`src/rtl/ack_vector_sequencer.sv`:
```
// ack_vector_sequencer: interrupt-acknowledge data path of an 8259A-style
// controller. Counts synchronized INTA pulses (IDLE/ACK1/ACK2/ACK3), latches
// the acknowledged request at the first pulse, drives CALL / vector bytes for
// MCS-80/85 or 8086 mode, and serves OCW3 poll reads (POLL).
// Optional build macro: ACK_SEQ_SPURIOUS_EN (empty latch becomes a spurious
// acknowledge of IR index IR_COUNT-1 instead of a silent sequence).
//
// Bus handshake: out_control_logic_data qualifies control_logic_data; both are
// registered and change on the same rising edge, and control_logic_data is
// 8'h00 whenever out_control_logic_data is 0.
module ack_vector_sequencer #(
  parameter int IR_IDX_W = 3
) (
  input  logic                        clock,
  input  logic                        reset_n,
  input  logic                        interrupt_acknowledge_n,
  input  logic                        read,
  input  logic                        poll_command,
  input  logic                        cascade_slave,
  input  logic                        cascade_output_ack_2_3,
  input  logic                        u8086_or_mcs80_config,
  input  logic                        call_address_interval_4_or_8_config,
  input  logic [10:0]                 interrupt_vector_address,
  input  logic [(2**IR_IDX_W)-1:0]    highest_request,
  output logic                        out_control_logic_data,
  output logic [7:0]                  control_logic_data,
  output logic [(2**IR_IDX_W)-1:0]    acknowledge_interrupt,
  output logic                        isr_set,
  output logic                        end_of_acknowledge,
  output logic                        spurious,
  output logic [2:0]                  o_dbg_state
);

  localparam int IR_COUNT = 2**IR_IDX_W;
  localparam logic [7:0] IDX_MASK = 8'((1 << IR_IDX_W) - 1);
  localparam logic [7:0] CALL_OPCODE = 8'hCD;

  typedef enum logic [2:0] {
    S_IDLE = 3'd0,
    S_ACK1 = 3'd1,
    S_ACK2 = 3'd2,
    S_ACK3 = 3'd3,
    S_POLL = 3'd4
  } state_t;

  state_t                r_state;
  logic                  r_inta_s1;
  logic                  r_inta_s2;
  logic                  r_inta_d;
  logic                  r_read_d;
  logic                  r_mode_8086;
  logic                  r_interval8;
  logic [IR_COUNT-1:0]   r_ack;
  logic                  r_isr_set;
  logic                  r_eoa;
  logic                  r_drive;
  logic [7:0]            r_data;

  logic                  w_fall;
  logic                  w_rise;
  logic                  w_inta_low;
  logic                  w_read_fall;
  logic [IR_IDX_W-1:0]   w_idx;
  logic [7:0]            w_idx8;
  logic                  w_present;
  logic [7:0]            w_vec_byte;
  logic [7:0]            w_poll_byte;
  logic [IR_COUNT-1:0]   w_latch_req;

  // Binary index of a one-hot request vector (0 when empty).
  function automatic logic [IR_IDX_W-1:0] f_encode(input logic [IR_COUNT-1:0] v);
    logic [IR_IDX_W-1:0] idx;
    idx = '0;
    for (int i = 0; i < IR_COUNT; i++) begin
      if (v[i]) idx = idx | i[IR_IDX_W-1:0];
    end
    return idx;
  endfunction

  assign w_fall      = r_inta_d & ~r_inta_s2;
  assign w_rise      = ~r_inta_d & r_inta_s2;
  assign w_inta_low  = ~r_inta_s2;
  assign w_read_fall = r_read_d & ~read;

  assign w_idx       = f_encode(r_ack);
  assign w_idx8      = {{(8-IR_IDX_W){1'b0}}, w_idx};
  assign w_present   = |r_ack;
  assign w_poll_byte = {w_present, 7'b0} | w_idx8;

`ifdef ACK_SEQ_SPURIOUS_EN
  logic w_req_empty;
  logic r_spurious;
  assign w_req_empty = ~|highest_request;
  // An empty request at the first pulse is acknowledged as the lowest-priority line.
  assign w_latch_req = w_req_empty ? {1'b1, {(IR_COUNT-1){1'b0}}} : highest_request;
  assign spurious    = r_spurious;

  // Spurious flag: set with the ACK1 latch, held until end_of_acknowledge.
  always_ff @(posedge clock or negedge reset_n) begin
    if (!reset_n) begin
      r_spurious <= 1'b0;
    end else if (r_state == S_IDLE && w_fall) begin
      r_spurious <= w_req_empty;
    end else if (r_eoa) begin
      r_spurious <= 1'b0;
    end
  end
`else
  assign w_latch_req = highest_request;
  assign spurious    = 1'b0;
`endif

  // Vector byte for ACK2 from the latched request and latched mode bits.
  always_comb begin
    w_vec_byte = 8'h00;
    if (r_mode_8086) begin
      w_vec_byte = (interrupt_vector_address[10:3] & ~IDX_MASK) | w_idx8;
    end else if (r_interval8) begin
      w_vec_byte = ({interrupt_vector_address[2:0], 5'b0} & ~(IDX_MASK << 3)) | (w_idx8 << 3);
    end else begin
      w_vec_byte = ({interrupt_vector_address[2:0], 5'b0} & ~(IDX_MASK << 2)) | (w_idx8 << 2);
    end
  end

  // INTA two-flop synchronizer plus edge-detect history; read history for poll.
  always_ff @(posedge clock or negedge reset_n) begin
    if (!reset_n) begin
      r_inta_s1 <= 1'b1;
      r_inta_s2 <= 1'b1;
      r_inta_d  <= 1'b1;
      r_read_d  <= 1'b0;
    end else begin
      r_inta_s1 <= interrupt_acknowledge_n;
      r_inta_s2 <= r_inta_s1;
      r_inta_d  <= r_inta_s2;
      r_read_d  <= read;
    end
  end

  // Sequencer FSM with registered bus drive and one-clock status pulses.
  always_ff @(posedge clock or negedge reset_n) begin
    if (!reset_n) begin
      r_state     <= S_IDLE;
      r_mode_8086 <= 1'b0;
      r_interval8 <= 1'b0;
      r_ack       <= '0;
      r_isr_set   <= 1'b0;
      r_eoa       <= 1'b0;
      r_drive     <= 1'b0;
      r_data      <= 8'h00;
    end else begin
      r_isr_set <= 1'b0;
      r_eoa     <= 1'b0;
      r_drive   <= 1'b0;
      r_data    <= 8'h00;
      case (r_state)
        S_IDLE: begin
          if (w_fall) begin
            // INTA wins over a simultaneous poll_command.
            r_ack       <= w_latch_req;
            r_mode_8086 <= u8086_or_mcs80_config;
            r_interval8 <= call_address_interval_4_or_8_config;
            r_isr_set   <= |highest_request;
            r_state     <= S_ACK1;
            // Mode bits are not latched yet, so ACK1 drive uses the live inputs.
            if (!cascade_slave && !u8086_or_mcs80_config) begin
              r_drive <= 1'b1;
              r_data  <= CALL_OPCODE;
            end
          end else if (poll_command) begin
            r_ack   <= highest_request;
            r_state <= S_POLL;
          end
        end
        S_ACK1: begin
          if (w_rise) begin
            r_state <= S_ACK2;
          end else if (w_inta_low && !cascade_slave && !r_mode_8086) begin
            r_drive <= 1'b1;
            r_data  <= CALL_OPCODE;
          end
        end
        S_ACK2: begin
          if (w_rise) begin
            if (r_mode_8086) begin
              r_eoa   <= 1'b1;
              r_state <= S_IDLE;
            end else begin
              r_state <= S_ACK3;
            end
          end else if (w_inta_low && cascade_output_ack_2_3 && w_present) begin
            r_drive <= 1'b1;
            r_data  <= w_vec_byte;
          end
        end
        S_ACK3: begin
          if (w_rise) begin
            r_eoa   <= 1'b1;
            r_state <= S_IDLE;
          end else if (w_inta_low && cascade_output_ack_2_3 && w_present) begin
            r_drive <= 1'b1;
            r_data  <= interrupt_vector_address[10:3];
          end
        end
        S_POLL: begin
          // INTA edges are ignored while a poll is pending.
          if (w_read_fall) begin
            r_eoa     <= 1'b1;
            r_isr_set <= w_present;
            r_state   <= S_IDLE;
          end else if (read) begin
            r_drive <= 1'b1;
            r_data  <= w_poll_byte;
          end
        end
        default: begin
          r_state <= S_IDLE;
        end
      endcase
    end
  end

  assign out_control_logic_data = r_drive;
  assign control_logic_data     = r_data;
  assign acknowledge_interrupt  = r_ack;
  assign isr_set                = r_isr_set;
  assign end_of_acknowledge     = r_eoa;
  assign o_dbg_state            = r_state;

endmodule
```
`config.mk`:
```
export PLATFORM = sky130hd
export DESIGN_NAME = ack_vector_sequencer
export DESIGN_NICKNAME = d
export VERILOG_FILES = /design/src/rtl/ack_vector_sequencer.sv
export SDC_FILE = /design/constraint.sdc
export NUM_CORES = 1
export LEC_CHECK = 0
export BUFFER_PORTS_ARGS = -buffer_cell sky130_fd_sc_hd__buf_2
export CAP_MARGIN = 0
export CORE_UTILIZATION = 40
export CTS_CLUSTER_SIZE = 20
export DETAILED_ROUTE_END_ITERATION = 10
export GPL_TIMING_DRIVEN = 1
export HOLD_SLACK_MARGIN = 0.1
export PLACE_DENSITY = 0.77
export SYNTH_ARGS = -nofsm -noshare
export SYNTH_HDL_FRONTEND = slang
export SYNTH_SLANG_ARGS = --single-unit
export TNS_END_PERCENT = 20
```
`constraint.sdc`:
```
create_clock -name clock -period 2.85 [get_ports clock]
set_clock_uncertainty 0.15 [all_clocks]
set_input_delay 0.57 -clock clock [delete_from_list [all_inputs] [get_ports clock]]
set_output_delay 0.57 -clock clock [all_outputs]
set_load 0.01 [all_outputs]
```
==> results of run 1 <==
-- synth_stat cells (2+ instances only) --
library cell | number | area share [%]
and2_1 | 2 | 0.95
mux2i_1 | 5 | 3.8
dfrtp_1 | 25 | 48
or4_1 | 2 | 1.1
nand2_1 | 4 | 1.1
nand3_1 | 4 | 1.5
o21ai_0 | 7 | 2.7
inv_1 | 2 | 0.57
dfstp_2 | 3 | 6.0
nand2_2 | 2 | 0.95
mux2_2 | 10 | 8.6
o221ai_2 | 2 | 2.3
nor4_2 | 2 | 1.9
nor2_1 | 5 | 1.4
nor4_1 | 2 | 0.95
nor2b_1 | 2 | 0.95
a21oi_1 | 6 | 2.3
nand2b_1 | 3 | 1.4
-- layer usage --
metal | global-route usage (%) | vias to the layer above
met5 | 0 | -
met4 | 7.14 | 0
met3 | 2.84 | 4
met2 | 28.9 | 35
met1 | 21.3 | 505
li1 | - | 502
-- timing repair --
item / in CTS / in global routing
hold buffers: 1 / 0
setup buffers: 0 / 0
resized for setup: 0 / 0
hold endpoints to repair: 25 / 0
-- worst reg2reg max path, stage by stage (launching register included) --
cell	delay [ns]
dfrtp_1	0.58
nor2_2	0.41
mux2_1	0.37
a21oi_1	0.15
o21ai_1	0.07
-- final timing paths --
| check | slack [ns] | cells past startpoint | end | startpoint |
|---|---|---|---|---|
| max | 0.92 | 1 | o_dbg_state[0] | o_dbg_state[0] |
| min | 0.17 | 1 | r_inta_s1 | interrupt_acknowledge_n |
| max reg2reg | 1.00 | 4 | control_logic_data[7] | o_dbg_state[0] |
| min reg2reg | 0.22 | 0 | r_inta_s2 | r_inta_s1 |
| max in group asynchronous | 1.54 | 2 | acknowledge_interrupt[0] | reset_n |
| min in group asynchronous | 0.61 | 2 | control_logic_data[2] | reset_n |
-- final cells by class --
cell class,instances,area share [%]
Sequential cell,28,42.7
Multi-Input combinational cell,76,34.9
Timing Repair Buffer,50,15.5
Tap cell,44,3.33
Clock inverter,1,1.82
Clock buffer,3,1.36
Inverter,2,0.455
-- cells by family after synthesis --
family,Yosys count,share of synthesized area (%)
compound gates,23,12.2
buf+inv,6,2.66
flops,28,53.5
mux,16,13.2
other cells,1,0.285
simple gates,36,18.2
-- per-stage QoR --
step	area [µm²]	setup slack, ns	total power, µW	utilization, %	std cells
after detailed placement	1590	1.01	1310	51.6	199
final	1650	0.920	1550	53.7	204
after CTS	1650	0.926	1570	53.7	204
after global placement	1590	1.04	1280	51.6	199
after floorplan	1320	1.32	1100	-	110
after global routing	1650	0.820	1660	53.7	204
-- where the power goes --
group	switching [µW]	internal (µW)
sequential	178	531
combinational	286	294
clock	119	142
==> key figures, run 1 <==
Outcome
  – Outcome: completed

STA
  – Tcrit/Tclk final: 67.7%
  – TNS Setup: 0 ns
  – Max Fclk: 518 MHz
  – Hold slack: 0.173 ns
  – Finish-stage setup viols: 0
  – Worst-margin pin slew: 0.610 ns
  – Slew Limit Headroom: around 60%
  – Fin. Hold Viols: 0
  – RSZ-0062 raised after global routing: no
  – Post-layout min period: 1.93 ns
  – Final Max Tran Viols: 0

Floorplan
  – Die Span Y: 59.4 µm
  – Die ar.: about 3500 µm²
  – IO Pins: 51
  – Site Rows: 20
  – Initial Utilization: a little over two fifths
  – Die W: 59.4 µm
  – Core box area: just over 3000 µm²

Power
  – Max VDD drop: between 0.4 and 0.5 mV
  – Static Leak: 0.000783 µW
  – Power Dens Cells: between 900 and 1000 nW/µm²

Worst setup path
  – Crit path launch type: flop
  – Endpoint arrival time on the critical path: 1.21 ns
  – Setup CP Type: flop to primary output
  – Cell Chain, Critical Path: buf_2
  – Critical Path Max Stage Delay: 0.67 ns
  – CP delay by family, top: flip-flops
  – Buf+Inv Stages, Crit Path: 1
  – Worst EP required: 2.13 ns
  – Slowest cell on crit path: dfrtp_1
  – CP max FO: 14
  – Setup crit end kind: primary output

Clock tree
  – Clock latency on the worst-skew pair: 0.33 ns
  – CTS tree: done
  – CTS sink count: 28
  – CTS Root Cell: clkbuf_4
  – CTS clk-pin slew, worst paths: 0.15 ns
  – TritonCTS Buffers: 3
  – Max clock buf depth: 2
  – Htree depth: 1

Placed design
  – Routability congestion estimate: 0.812
  – Hpwl dp: 2090 µm
  – Buffers on Ports: 49

Detailed routing
  – Final wirelength: 2740 µm
  – DR top layer: met4
  – Antenna viol nets, final: 0
  – Iteration-0 DRC Markers: 17
  – Drc violations: 0
  – DR vias/cell: between 5 and 6
  – Drt pass-1 iters: 4
  – Wl on met1: ~1200 µm
  – Wire length per cell: 13.4 µm
  – Met3 routed WL: 178 µm
  – Total number of vias: 1046
  – DR WL met2: 1360 µm

Synth
  – #FFs+latches synth: 28
  – Cells after Synth: 110
  – Synth warn: 0
  – Synthesized area per cell: 12.0 µm²
  – Main flop type after synthesis: dfrtp_1
  – Post-Syn Area: 1320 µm²
  – Post-synth ARST share: 100%
  – Cell variety after synth: 40
  – Syn nets: ~140
  – Seq/Total Area, Yosys: 53.5%
  – EDFF count, synth: 0

Final layout
  – P&R area growth vs syn: 25.5%
  – Multi-input combinational cell area: 577 µm²
  – Most common cell after layout, fill and taps aside: buf_2
  – Sequential cell area: between 700 and 800 µm²
  – Filler instances: 292
  – # nets final: 189
  – # diodes: 0
  – Commonest non-fill, non-tap cells in the layout: 49 x buf_2, 25 x dfrtp_1, 10 x mux2_2
  – Share of cells above drive strength 1: just under 50%

Worst hold path
  – HP Class: primary input to flop

Global routing
  – Largest net degree at the start of global routing: 29
  – GRT Overall Usage: 17.0%
  – Vias in the first global route: 1012
  – First-pass GRT wire length: between 4000 and 5000 µm
  – Remaining Overflow, GRT: 0
  – Initial antenna violation count: 0

Flow run
  – Max-Cap Viols: 0
Power figures use the tool's default switching activity.
==> inputs of run 2 (changes only) <==
- PLACE_DENSITY: 0.77 -> 0.79
- clock period: 2.85 -> 1.6 ns (I/O delays scaled with it)
==> run 2 against run 1 <==
Compared with the run above: final area rose by 15%; highest routed layer unchanged; via count rose by 9.0%; clock power rose by 28%; first-iteration DRC count rose by 76%; sequential share of layout area fell by 5.3 points; count of clock-buffer cells in the layout rose by 1; critical endpoint is now acknowledge_interrupt[3]; worst hold slack got worse by 0.067 ns; flip-flop and latch count did not move; register-to-register slack got worse by 0.99 ns; critical path depth rose by 2; worst setup slack got worse by 0.91 ns.
==> key figures, run 2 (synthesis gave the netlist of run 1 again) <==
Power
  – Final Power: 2890 µW
  – Power Dens Cells: 1520 nW/µm²
  – Static Leak: 0.000885 µW
  – Max VDD drop: between 0.9 and 1 mV

STA
  – Fin. Hold Viols: 0
  – Worst-margin pin slew: about 0.61 ns
  – Final Max Tran Viols: 0
  – Slack of the critical path: ~0.0069 ns
  – Tcrit/Tclk final: between 90% and 100%
  – Max Fclk: 628 MHz
  – Slew Limit Headroom: between 50% and 60%
  – TNS Setup: 0 ns
  – Post-layout min period: ~1.6 ns
  – Finish-stage setup viols: 0
  – RSZ-0062 raised after global routing: yes

Floorplan
  – Die ar.: 3520 µm²
  – Die Span Y: 59.4 µm
  – Core box area: ~3000 µm²
  – Die W: 59.4 µm
  – IO Pins: 51
  – Site Rows: 20
  – Initial Utilization: 42.8%

Final layout
  – Share of cells above drive strength 1: 51.9%
  – Fin util: 61.8%
  – Most common cell after layout, fill and taps aside: buf_2
  – Commonest non-fill, non-tap cells in the layout: 49 x buf_2, 20 x dfrtp_1, 15 x dlygate4sd3_1
  – # nets final: 212
  – # diodes: 0
  – Filler instances: 240
  – P&R area growth vs syn: 44.6%

Clock tree
  – Max clock buf depth: 2
  – CTS tree: done
  – CTS sink count: 28
  – CTS clk-pin slew, worst paths: 0.14 ns
  – CTS Root Cell: clkbuf_4
  – Clock latency on the worst-skew pair: 0.32 ns
  – Htree depth: 1
  – TritonCTS Buffers: 3

Global routing
  – Largest net degree at the start of global routing: 29
  – GRT Overall Usage: between 10% and 20%
  – First-pass GRT wire length: just under 5000 µm
  – Remaining Overflow, GRT: 0
  – Initial antenna violation count: 0
  – Vias in the first global route: 1125

Worst setup path
  – CP max FO: 8
  – Endpoint arrival time on the critical path: 1.66 ns
  – Buf+Inv Stages, Crit Path: 0
  – Setup crit end kind: flop
  – CP delay by family, top: flip-flops
  – Slowest cell on crit path: dfstp_2
  – Crit path launch type: flop
  – Worst EP required: 1.67 ns
  – Setup CP Type: flop to flop
  – Cell Chain, Critical Path: nor2b_2 > o21ai_4 > mux2_2
  – Critical Path Max Stage Delay: 0.60 ns

Detailed routing
  – Iteration-0 DRC Markers: 30
  – Drc violations: 0
  – Antenna viol nets, final: 0
  – DR vias/cell: 5.02
  – Drt pass-1 iters: 3
  – Wire length per cell: between 10 and 15 µm
  – Total number of vias: around 1100
  – Final wirelength: 3100 µm

Placed design
  – Buffers on Ports: 49
  – Hpwl dp: 2240 µm
  – Routability congestion estimate: roughly 0.90
  – Place WS: -0.0686 ns

Outcome
  – Outcome: completed

Flow run
  – Max-Cap Viols: 0

Worst hold path
  – HP Class: primary input to flop
## run 2: stage by stage
stage          instance area (µm²)  instances  hold slack (ns)
4_1_cts                       1820        222            0.101
3_5_place_dp                  1630        205            0.197
6_report                      1900        227            0.106
2_1_floorplan                 1320        110           -0.126
5_1_grt                       1900        227            0.103
3_3_place_gp                  1630        205            0.196
## run 2: path summary, 6_finish.rpt
check | start | to | slack (ns) | cells after the start
worst min-delay path | interrupt_vector_address[4] | control_logic_data[1] | 0.11 | 3
worst max register to register | r_inta_s2 | acknowledge_interrupt[3] | 0.007 | 3
min in group asynchronous | reset_n | acknowledge_interrupt[2] | 0.38 | 2
worst min register to register | r_inta_s1 | r_inta_s2 | 0.22 | 0
worst max-delay path | r_inta_s2 | acknowledge_interrupt[3] | 0.007 | 3
max in group asynchronous | reset_n | acknowledge_interrupt[6] | 0.50 | 2
## run 2: where the power goes
part	leakage, µW	switching, µW	internal, µW
sequential	0.000343	355	959
clock	0.0000210	194	139
combinational	0.000521	581	657
total	0.000885	1130	1760
## run 2: area by class of cell
type	instances	area (µm²)	share of cell area, %
clock buffer	4	36.3	1.91
tap	44	55.1	2.89
inverter	2	7.51	0.394
sequential	28	711	37.3
timing repair buffer	73	463	24.3
multi-input combinational	76	631	33.1
## run 2: routing by layer
metal,vias up,wire length (µm),global-route usage [%]
met4,0,33,5.10
li1,549,-,-
met3,4,115,2.62
met1,553,1320,23.4
met5,-,0,0
met2,34,1640,33.1
## run 2: worst reg2reg max path, delay by kind of cell (launching register included)
kind,cells,cell delay [ns]
AO/OA/AOI/OAI,1,0.28
flip-flops,1,0.60
multiplexers,1,0.39
AND/OR/NAND/NOR,1,0.07
## run 2: repair_timing
item	in CTS	in global routing
hold endpoints to repair	37	2
endpoints found under the setup margin	13	19
gates resized for setup	3	11
buffers inserted	0	3
hold buffers	13	2
pin swaps	1	3
